File: src/rtl/t05_tree_walker_pkg.sv
// Shared Huffman types: node word layout, child encoding, walker state encoding.
package t05_huff_pkg;
   localparam int unsigned IDX_W  = 7;
   localparam int unsigned NODE_W = 71;

   localparam logic [8:0] CHILD_NULL = 9'b110000000;

   typedef struct packed {
      logic [6:0]  idx;
      logic [8:0]  left;
      logic [8:0]  right;
      logic [45:0] sum;
   } node_t;

   typedef enum logic [1:0] {
      KIND_LEAF,
      KIND_NODE,
      KIND_NULL
   } child_kind_e;

   typedef enum logic [2:0] {
      ST_IDLE     = 3'd0,
      ST_FETCH    = 3'd1,
      ST_WAIT_BIT = 3'd2,
      ST_EMIT     = 3'd3,
      ST_ERROR    = 3'd4
   } state_e;

   function automatic child_kind_e child_kind(input logic [8:0] c);
      if (c == CHILD_NULL) return KIND_NULL;
      else if (c[8])       return KIND_NODE;
      else                 return KIND_LEAF;
   endfunction
endpackage

File: src/rtl/t05_tree_walker_if.sv
// Bit stream, SRAM read port and character output of the Huffman walker.
interface t05_tree_walker_if;
   logic                              dec_en;
   logic [t05_huff_pkg::IDX_W-1:0]    root_idx;
   logic                              bit_in;
   logic                              bit_valid;
   logic                              bit_ready;
   logic [t05_huff_pkg::IDX_W-1:0]    rd_addr;
   logic                              rd_req;
   logic                              WorR;
   logic [t05_huff_pkg::NODE_W-1:0]   rd_data;
   logic                              SRAM_finished;
   logic [7:0]                        char_out;
   logic                              char_valid;
   logic                              err;
   logic [2:0]                        state_reg;

   modport master (
      input  dec_en, root_idx, bit_in, bit_valid, rd_data, SRAM_finished,
      output bit_ready, rd_addr, rd_req, WorR, char_out, char_valid, err, state_reg
   );

   modport slave (
      output dec_en, root_idx, bit_in, bit_valid, rd_data, SRAM_finished,
      input  bit_ready, rd_addr, rd_req, WorR, char_out, char_valid, err, state_reg
   );
endinterface

File: src/rtl/t05_tree_walker.sv
// Huffman decode walker: fetches nodes from SRAM, follows one bit per edge, emits leaf chars.
// Optional root-node cache enabled by defining T05_ROOT_CACHE_EN.
module t05_tree_walker
   import t05_huff_pkg::*;
#(
   parameter int unsigned MAX_DEPTH = 127
)(
   input  logic               clk,
   input  logic               rst_n,
   t05_tree_walker_if.master  bus
);
   localparam logic [7:0] MAX_D = 8'(MAX_DEPTH);

   state_e           state_q, state_d;
   logic [IDX_W-1:0] cur_addr_q, cur_addr_d;
   logic [6:0]       depth_q, depth_d;
   node_t            node_q, node_d;
   logic [7:0]       char_q, char_d;
   logic             bit_ready_q, rd_req_q, char_valid_q, err_q;
   logic [IDX_W-1:0] rd_addr_q;
   logic [8:0]       child;
   node_t            rd_node;
   logic             unused_node;

   assign rd_node     = node_t'(bus.rd_data);
   assign child       = bus.bit_in ? node_q.right : node_q.left;
   assign unused_node = ^{node_q.idx, node_q.sum};

`ifdef T05_ROOT_CACHE_EN
   node_t root_q;
   logic  root_vld_q;
   logic  cache_wr;
`endif

   always_comb begin
      state_d    = state_q;
      cur_addr_d = cur_addr_q;
      depth_d    = depth_q;
      node_d     = node_q;
      char_d     = char_q;
`ifdef T05_ROOT_CACHE_EN
      cache_wr   = 1'b0;
`endif
      if (!bus.dec_en) begin
         state_d = ST_IDLE;
      end else begin
         case (state_q)
            ST_IDLE: begin
               cur_addr_d = bus.root_idx;
               depth_d    = '0;
               state_d    = ST_FETCH;
            end
            ST_FETCH: begin
               if (bus.SRAM_finished) begin
                  node_d = rd_node;
                  if (rd_node.idx != cur_addr_q) begin
                     state_d = ST_ERROR;
                  end else begin
                     state_d = ST_WAIT_BIT;
`ifdef T05_ROOT_CACHE_EN
                     cache_wr = (depth_q == '0);
`endif
                  end
               end
            end
            ST_WAIT_BIT: begin
               if (bus.bit_valid) begin
                  case (child_kind(child))
                     KIND_NULL: state_d = ST_ERROR;
                     KIND_LEAF: begin
                        char_d  = child[7:0];
                        state_d = ST_EMIT;
                     end
                     default: begin
                        if (({1'b0, depth_q} + 8'd1) > MAX_D) begin
                           state_d = ST_ERROR;
                        end else begin
                           cur_addr_d = child[6:0];
                           depth_d    = depth_q + 7'd1;
                           state_d    = ST_FETCH;
                        end
                     end
                  endcase
               end
            end
            ST_EMIT: begin
               depth_d    = '0;
               cur_addr_d = bus.root_idx;
               state_d    = ST_FETCH;
`ifdef T05_ROOT_CACHE_EN
               if (root_vld_q) begin
                  node_d  = root_q;
                  state_d = ST_WAIT_BIT;
               end
`endif
            end
            ST_ERROR: state_d = ST_ERROR;
            default:  state_d = ST_IDLE;
         endcase
      end
   end

   // Outputs are registered from the next state so they line up with state_q.
   always_ff @(posedge clk) begin
      if (!rst_n) begin
         state_q      <= ST_IDLE;
         cur_addr_q   <= '0;
         depth_q      <= '0;
         node_q       <= '0;
         char_q       <= '0;
         bit_ready_q  <= 1'b0;
         rd_req_q     <= 1'b0;
         rd_addr_q    <= '0;
         char_valid_q <= 1'b0;
         err_q        <= 1'b0;
      end else begin
         state_q      <= state_d;
         cur_addr_q   <= cur_addr_d;
         depth_q      <= depth_d;
         node_q       <= node_d;
         char_q       <= char_d;
         bit_ready_q  <= (state_d == ST_WAIT_BIT);
         rd_req_q     <= (state_d == ST_FETCH);
         rd_addr_q    <= cur_addr_d;
         char_valid_q <= (state_d == ST_EMIT);
         err_q        <= (state_d == ST_ERROR);
      end
   end

`ifdef T05_ROOT_CACHE_EN
   always_ff @(posedge clk) begin
      if (!rst_n || state_q == ST_IDLE) begin
         root_q     <= '0;
         root_vld_q <= 1'b0;
      end else if (cache_wr) begin
         root_q     <= rd_node;
         root_vld_q <= 1'b1;
      end
   end
`endif

   assign bus.bit_ready  = bit_ready_q;
   assign bus.rd_req     = rd_req_q;
   assign bus.rd_addr    = rd_addr_q;
   assign bus.WorR       = 1'b0;
   assign bus.char_out   = char_q;
   assign bus.char_valid = char_valid_q;
   assign bus.err        = err_q;
   assign bus.state_reg  = state_q;
endmodule

File: src/flat_wrapper.sv
// flat-port wrapper written by rule: the top's interface ports become plain ports
module t05_tree_walker_flat import t05_huff_pkg::*;
#(
   parameter int unsigned MAX_DEPTH = 127
)
  (clk, rst_n, bus_dec_en, bus_root_idx, bus_bit_in, bus_bit_valid, bus_rd_data, bus_SRAM_finished, bus_bit_ready, bus_rd_addr, bus_rd_req, bus_WorR, bus_char_out, bus_char_valid, bus_err, bus_state_reg);
  t05_tree_walker_if bus_i ();
  input  logic clk;
  input  logic rst_n;
  input wire logic [$bits(bus_i.dec_en)-1:0] bus_dec_en;
  input wire logic [$bits(bus_i.root_idx)-1:0] bus_root_idx;
  input wire logic [$bits(bus_i.bit_in)-1:0] bus_bit_in;
  input wire logic [$bits(bus_i.bit_valid)-1:0] bus_bit_valid;
  input wire logic [$bits(bus_i.rd_data)-1:0] bus_rd_data;
  input wire logic [$bits(bus_i.SRAM_finished)-1:0] bus_SRAM_finished;
  output wire logic [$bits(bus_i.bit_ready)-1:0] bus_bit_ready;
  output wire logic [$bits(bus_i.rd_addr)-1:0] bus_rd_addr;
  output wire logic [$bits(bus_i.rd_req)-1:0] bus_rd_req;
  output wire logic [$bits(bus_i.WorR)-1:0] bus_WorR;
  output wire logic [$bits(bus_i.char_out)-1:0] bus_char_out;
  output wire logic [$bits(bus_i.char_valid)-1:0] bus_char_valid;
  output wire logic [$bits(bus_i.err)-1:0] bus_err;
  output wire logic [$bits(bus_i.state_reg)-1:0] bus_state_reg;
  assign bus_i.dec_en = bus_dec_en;
  assign bus_i.root_idx = bus_root_idx;
  assign bus_i.bit_in = bus_bit_in;
  assign bus_i.bit_valid = bus_bit_valid;
  assign bus_i.rd_data = bus_rd_data;
  assign bus_i.SRAM_finished = bus_SRAM_finished;
  assign bus_bit_ready = bus_i.bit_ready;
  assign bus_rd_addr = bus_i.rd_addr;
  assign bus_rd_req = bus_i.rd_req;
  assign bus_WorR = bus_i.WorR;
  assign bus_char_out = bus_i.char_out;
  assign bus_char_valid = bus_i.char_valid;
  assign bus_err = bus_i.err;
  assign bus_state_reg = bus_i.state_reg;
  t05_tree_walker #(.MAX_DEPTH(MAX_DEPTH)) u_core (.clk(clk), .rst_n(rst_n), .bus(bus_i));
endmodule
File: config.mk
export PLATFORM = sky130hd
export DESIGN_NAME = t05_tree_walker_flat
export DESIGN_NICKNAME = d
export VERILOG_FILES = /design/src/rtl/t05_tree_walker_pkg.sv /design/src/rtl/t05_tree_walker_if.sv /design/src/rtl/t05_tree_walker.sv /design/src/flat_wrapper.sv
export SDC_FILE = /design/constraint.sdc
export NUM_CORES = 1
export LEC_CHECK = 0
export ABC_AREA = 1
export CORE_MARGIN = 2
export CORE_UTILIZATION = 41
export DETAILED_ROUTE_END_ITERATION = 10
export PLACE_DENSITY = 0.85
export SYNTH_ARGS = -nofsm -noshare
export SYNTH_HDL_FRONTEND = slang
export SYNTH_SLANG_ARGS = --single-unit
File: constraint.sdc
create_clock -name clk -period 1.8 [get_ports clk]
set_input_delay 0.54 -clock clk [delete_from_list [all_inputs] [get_ports clk]]
set_output_delay 0.54 -clock clk [all_outputs]
set_load 0.05 [all_outputs]
==> impl_metrics.env, run 1 <==
export IMPL_cts_inserted_buffers=5
export IMPL_die_area_um2=6163
export IMPL_gp_congestion=0.8577
export IMPL_synthFlopType="dfxtp_1"
export IMPL_clockRootBuffer="clkbuf_8"
export IMPL_synthTopCellsByArea="dfxtp_1 (41%), nand2_1 (12%), nor2_1 (7.3%)"
export IMPL_antenna_cells=0
export IMPL_synthAdderAreaFrac_pct=1.100
export IMPL_cp_max_fo=16
export IMPL_fillers=484
export IMPL_std_cell_rows=27
export IMPL_syn_area_um2=2276
export IMPL_hpwl_um=4092
export IMPL_synth_common_cells="nand2_1 (70), dfxtp_1 (47), nor2_1 (44)"
export IMPL_path_clk_slew_ns=0.08
export IMPL_finClkSkew_ns=0.01115
export IMPL_ys_ff_latch=47
export IMPL_worstSetupPathType="reg -> reg"
export IMPL_area_delta_synth_final_pct=42.88
export IMPL_synth_mux_area_share_pct=0
export IMPL_cts_max_path_buffers=2
export IMPL_finalNetCount=485
export IMPL_ys_types=33
export IMPL_vias_per_cell=4.746
export IMPL_synth_top_family_by_area="simple AND/OR/NAND/NOR gates"
export IMPL_synth_cells=321
export IMPL_drtIter0Drc=140
export IMPL_start_util_pct=41.84
export IMPL_drive_above_1_share_pct=19.75
export IMPL_rsz0062_at_grt="no"
export IMPL_synth_simple_area_share_pct=29.25
export IMPL_cts_max_level=2
export IMPL_synth_compound_area_share_pct=16.27
export IMPL_first_pass_iters=4
export IMPL_port_buffers=59
export IMPL_start_kind="register"
export IMPL_die_h_um=78.51
export IMPL_drtAntennaViolNets=0
export IMPL_syn_area_per_cell_um2=7.090
export IMPL_yosysSeqAreaShare_pct=41.34
export IMPL_syn_num_nets=407
export IMPL_slew_violations=0
export IMPL_fmax_ghz=0.5941
export IMPL_grt_pass1_wl_um=9114
export IMPL_grt_usage_pct=18.43
export IMPL_antenna_found_initial=0
export IMPL_largest_reg_flops=18
export IMPL_synth_xor_area_share_pct=3.463
export IMPL_cap_violations=0
export IMPL_async_flop_share_pct=0
export IMPL_drc=0
export IMPL_routedWlPerCell_um=11.56
export IMPL_hold_violations=0
export IMPL_synth_edff_count=0
export IMPL_place_area_um2=3153
export IMPL_status="finished, final reports clean"
export IMPL_yosys_cell_count_top_type="nand2_1"
export IMPL_top_register="u_core.node_q"
export IMPL_fin_cells=472
export IMPL_p_leak_nw=1.336
export IMPL_yosysWarnings=0
export IMPL_clkLatencyLatePin_ns=0.31
export IMPL_peakVddDrop_mv=0.3992
export IMPL_grt_pass1_vias=2081
export IMPL_synth_top_area_cell="dfxtp_1"
export IMPL_whs_ns=0.4545
export IMPL_setup_worst_path_end_class="register"
export IMPL_clock_sinks=47
export IMPL_synth_top_area_share_pct=41.34
export IMPL_io_pins=107
export IMPL_final_setup_viol_count=0
export IMPL_arrival_ns=1.93
export IMPL_power_density_nw_per_um2=679.2
export IMPL_fin_crit_ns=1.683
export IMPL_routed_wl_um=5454
export IMPL_hold_class="reg -> reg"
export IMPL_vias=2240
export IMPL_grt_start_max_net_pins=35
export IMPL_dieWidth_um=78.51
export IMPL_core_um2=5439
export IMPL_fin_area_um2=3252
export IMPL_grt_ovfl_total=0
export IMPL_post_place_cells=462
export IMPL_cp_required_ns=2.04
export IMPL_tritoncts="yes"
export IMPL_fin_crit_sh_pct=93.51
-- cells in the final DEF (no fill, tap or decap), types with 2 or more instances in the layout --
cell type | synthesis | final
nand2_1 | 70 | 70
dfxtp_1 | 47 | 47
nor2_1 | 44 | 44
clkdlybuf4s50_1 | 0 | 36
buf_4 | 2 | 34
inv_1 | 26 | 25
a21oi_1 | 24 | 24
o21ai_0 | 19 | 19
o21ai_1 | 19 | 19
buf_12 | 0 | 12
nand3_1 | 11 | 11
xnor2_1 | 7 | 7
inv_2 | 5 | 6
or2_0 | 6 | 6
a21oi_2 | 5 | 5
clkbuf_8 | 0 | 5
nand2_2 | 4 | 4
nand3_2 | 2 | 2
nor2_2 | 2 | 2
xor2_1 | 2 | 2
nor3b_1 | 2 | 2
ha_1 | 2 | 2
-- path summary, 6_finish.rpt --
check	from	to	slack, ns	depth (start not counted)
max reg2reg	u_core.depth_q[2]	u_core.depth_q[2]	0.12	10
max	u_core.depth_q[2]	u_core.depth_q[2]	0.12	10
min	u_core.node_q[58]	u_core.node_q[58]	0.45	2
min reg2reg	u_core.node_q[58]	u_core.node_q[58]	0.45	2
-- area by class of cell --
cell class / count / area, µm² / area share (%)
timing repair buffer: 84 / 872.1 / 26.82
clock inverter: 2 / 12.51 / 0.3848
inverter: 32 / 120.1 / 3.694
tap: 72 / 90.09 / 2.770
sequential: 47 / 940.9 / 28.93
multi-input combinational: 229 / 1144 / 35.17
clock buffer: 6 / 72.57 / 2.232
-- repair_timing --
item,4_1_cts,5_1_grt
resized for setup,3,2
hold buffers,0,0
setup buffers,0,2
endpoints found under the setup margin,22,9
endpoints found under the hold margin,0,0
pin swaps,0,1
-- worst max-delay path, cell delays in order, from the launching register on --
cell and delay [ns]:
dfxtp_1 0.44, nand3_2 0.15, nor2_4 0.14, nand3_1 0.12, nor2_1 0.14, nor2_2 0.05, buf_4 0.16, nand2_8 0.12
buf_4 0.13, nand2_2 0.05, a21oi_2 0.13
-- power breakdown --
| group | leakage (nW) | internal (W) | total, W | switching [W] |
|---|---|---|---|---|
| sequential | 0.382 | 0.00107 | 0.00110 | 0.0000319 |
| combinational | 0.913 | 0.000234 | 0.000468 | 0.000234 |
| clock | 0.0412 | 0.000272 | 0.000636 | 0.000364 |
-- per-layer routing --
| layer | vias up | GRT usage (%) | wire [µm] |
|---|---|---|---|
| met5 | - | 0 | 0 |
| met4 | 0 | 5.263 | 68 |
| met3 | 7 | 4.598 | 294 |
| met2 | 68 | 33.33 | 2711 |
| met1 | 1002 | 21.37 | 2380 |
| li1 | 1163 | - | - |
-- metrics by stage --
step                      utilization [%]  setup slack [ns]  total power (W)  setup TNS [ns]
after global routing                59.79          0.002328         0.002300               0
after floorplan                         -           0.01289         0.001361               0
final                               59.79            0.1168         0.002209               0
after detailed placement            57.97           -0.5122         0.001593          -12.40
after global placement              57.97           -0.4678         0.001583          -11.49
after CTS                           59.58           0.08135         0.002213               0
-- kinds of logic after synthesis --
| family | count (synthesis) |
|---|---|
| adders and majority gates | 2 |
| AOI/OAI and AO/OA | 69 |
| xor gates and xnor gates | 9 |
| and+or+nand+nor | 148 |
| other | 1 |
| DFF | 47 |
| buffers and inverters | 45 |
(Power assumes the default switching activity.)
==> run 2, diff against run 1 <==
--- a/config.mk
+++ b/config.mk
@@ -6,10 +6,12 @@
 export NUM_CORES = 1
 export LEC_CHECK = 0
 export ABC_AREA = 1
+export CORE_ASPECT_RATIO = 0.75
 export CORE_MARGIN = 2
-export CORE_UTILIZATION = 41
+export CORE_UTILIZATION = 62
 export DETAILED_ROUTE_END_ITERATION = 10
-export PLACE_DENSITY = 0.85
+export DONT_BUFFER_PORTS = 1
+export PLACE_DENSITY = 0.83
 export SYNTH_ARGS = -nofsm -noshare
 export SYNTH_HDL_FRONTEND = slang
 export SYNTH_SLANG_ARGS = --single-unit
==> run 2 against run 1 <==
Fmax up 5.3%. Critical path depth down 3. Sequential share of layout area up 8.8 points. Sequential cell count unchanged. Worst hold slack worse by 0.082 ns. Sequential power about the same. Die area down 32%. Total power down 8.3%. Register-to-register slack better by 0.08 ns. Via count down 13%. Clock power down 1%. Critical endpoint is now u_core.bus.rd_addr[0]. Highest routed layer unchanged.
==> impl_metrics.env, run 2 (synthesized netlist as in run 1, its figures left out) <==
export IMPL_setup_worst_path_end_class="register"
export IMPL_post_place_cells=378
export IMPL_antenna_cells=0
export IMPL_path_clk_slew_ns=0.08
export IMPL_finClkSkew_ns=0.005979
export IMPL_fin_crit_sh_pct=88.82
export IMPL_die_h_um=56.47
export IMPL_drtAntennaViolNets=0
export IMPL_post_cts_buffers=0
export IMPL_start_kind="register"
export IMPL_grt_usage_pct=24.81
export IMPL_fin_tns_setup_ns=0
export IMPL_std_cell_rows=19
export IMPL_drtIter0Drc=100
export IMPL_routed_wl_um=4726
export IMPL_p_sw_share_pct=27.14
export IMPL_cts_inserted_buffers=5
export IMPL_finish_utilization_pct=69.43
export IMPL_die_area_um2=4177
export IMPL_regToRegSetupSlack_ns=0.20
export IMPL_largest_reg_flops=18
export IMPL_top_register="u_core.node_q"
export IMPL_fmax_ghz=0.6255
export IMPL_whs_path_depth=2
export IMPL_rsz0062_at_grt="no"
export IMPL_area_delta_synth_final_pct=9.511
export IMPL_fin_cells=385
export IMPL_routedWlPerCell_um=12.28
export IMPL_post_cts_resized=0
export IMPL_final_cell_mix="nand2_1 (70), dfxtp_1 (47), nor2_1 (44)"
export IMPL_cts_max_level=2
export IMPL_max_stage_delay_ns=0.42
export IMPL_final_common_cell="nand2_1"
export IMPL_dieWidth_um=73.96
export IMPL_regToRegEndpoint="u_core.bus.rd_addr[0]"
export IMPL_port_buffers=0
export IMPL_status="finished, final reports clean"
export IMPL_cp_required_ns=1.99
export IMPL_pwr_share_clk_pct=31.0
export IMPL_finalNetCount=419
export IMPL_r2r_cells=7
export IMPL_vias_per_cell=5.081
export IMPL_slew_violations=0
export IMPL_p_leak_nw=1.008
export IMPL_pwr_share_comb_pct=14.7
export IMPL_vias=1956
export IMPL_crit_chain="nor3_2, inv_2, o21ai_1, nor2_2, nand2_8, o21ai_0, nor2_1"
export IMPL_drive_above_1_share_pct=14.41
export IMPL_p_int_w=0.001476
export IMPL_hold_violations=0
export IMPL_grt_ovfl_total=0
export IMPL_io_pins=107
export IMPL_gp_congestion=0.8660
export IMPL_p_sw_w=0.0005496
export IMPL_antenna_found_initial=0
export IMPL_arrival_ns=1.79
export IMPL_cap_violations=0
export IMPL_drc=0
export IMPL_clkLatencyLatePin_ns=0.30
export IMPL_hpwl_um=3562
export IMPL_cp_max_fo=16
export IMPL_grt_start_max_net_pins=35
export IMPL_core_um2=3590
export IMPL_tightestPinTransition_ns=0.5301
export IMPL_grt_pass1_vias=1889
export IMPL_clock_sinks=47
export IMPL_grt_pass1_wl_um=8031
export IMPL_cts_max_path_buffers=2
export IMPL_peakVddDrop_mv=0.5017
export IMPL_postCtsHoldBufs=0
export IMPL_worstSetupPathType="reg -> reg"
export IMPL_worstSetupStartpoint="u_core.bus.state_reg[0]"
export IMPL_max_slew_margin_pct=64.61
export IMPL_clockRootBuffer="clkbuf_8"
export IMPL_r2r_start="u_core.bus.state_reg[0]"
export IMPL_crit_end="u_core.bus.rd_addr[0]"
export IMPL_start_util_pct=63.40
export IMPL_final_setup_viol_count=0
export IMPL_fillers=304
export IMPL_fin_crit_ns=1.599
export IMPL_first_pass_iters=4
export IMPL_cp_slowest_cell="dfxtp_1"
export IMPL_p_seq_share_pct=54.3
export IMPL_power_density_nw_per_um2=812.6
export IMPL_hold_class="in -> reg"
export IMPL_tritoncts="yes"
==> run 2: cell type report <==
| cell class | instances | area [µm²] | share of cell area, % |
|---|---|---|---|
| multi-input combinational | 229 | 1144 | 45.88 |
| clock inverter | 1 | 5.005 | 0.2008 |
| timing repair buffer | 18 | 135.1 | 5.422 |
| sequential | 47 | 940.9 | 37.75 |
| inverter | 32 | 120.1 | 4.819 |
| tap | 52 | 65.06 | 2.610 |
| clock buffer | 6 | 82.58 | 3.313 |
==> run 2: metal layers <==
metal	routed length (µm)	vias to the layer above	part of all wire [%]	track usage (%)
li1	-	1038	-	-
met1	2156	856	46	32.69
met2	2149	55	45	39.29
met3	362	7	7.7	7.002
met4	57	0	1.2	7.792
met5	0	-	0	0
==> run 2: worst min-delay path by stage <==
stage                           start                    end
floorplan           u_core.node_q[49]      u_core.node_q[49]
global placement    u_core.node_q[51]      u_core.node_q[51]
detailed placement  u_core.node_q[49]      u_core.node_q[49]
CTS                             rst_n  u_core.bus.rd_addr[6]
global route                    rst_n  u_core.bus.rd_addr[6]
finish                          rst_n      u_core.node_q[63]
==> run 2: worst max-delay path: cells and delay by family, from the launching register on <==
| kind | cells | cell delay (ns) |
|---|---|---|
| flip-flops | 1 | 0.42 |
| AO/OA/AOI/OAI | 2 | 0.29 |
| buffers and inverters | 1 | 0.08 |
| AND/OR/NAND/NOR | 4 | 0.69 |
==> run 2: power groups by stage <==
stage / clock network [W] / logic [W] / registers [W]
6_report: 0.000628 / 0.000298 / 0.00110
5_1_grt: 0.000684 / 0.000333 / 0.00110
4_1_cts: 0.000641 / 0.000299 / 0.00110
3_5_place_dp: 0 / 0.000297 / 0.00112
3_3_place_gp: 0 / 0.000291 / 0.00112
2_1_floorplan: 0 / 0.000183 / 0.00118
==> run 2: per-stage QoR <==
step	total power, W	area [µm²]	setup slack [ns]	hold WS [ns]
2_1_floorplan	0.001361	2276	0.01289	0.4294
3_3_place_gp	0.001413	2405	-0.006828	0.4394
3_5_place_dp	0.001420	2405	-0.04742	0.4443
4_1_cts	0.002039	2492	0.1976	0.3674
5_1_grt	0.002120	2492	0.03627	0.3716
6_report	0.002025	2492	0.2013	0.3726
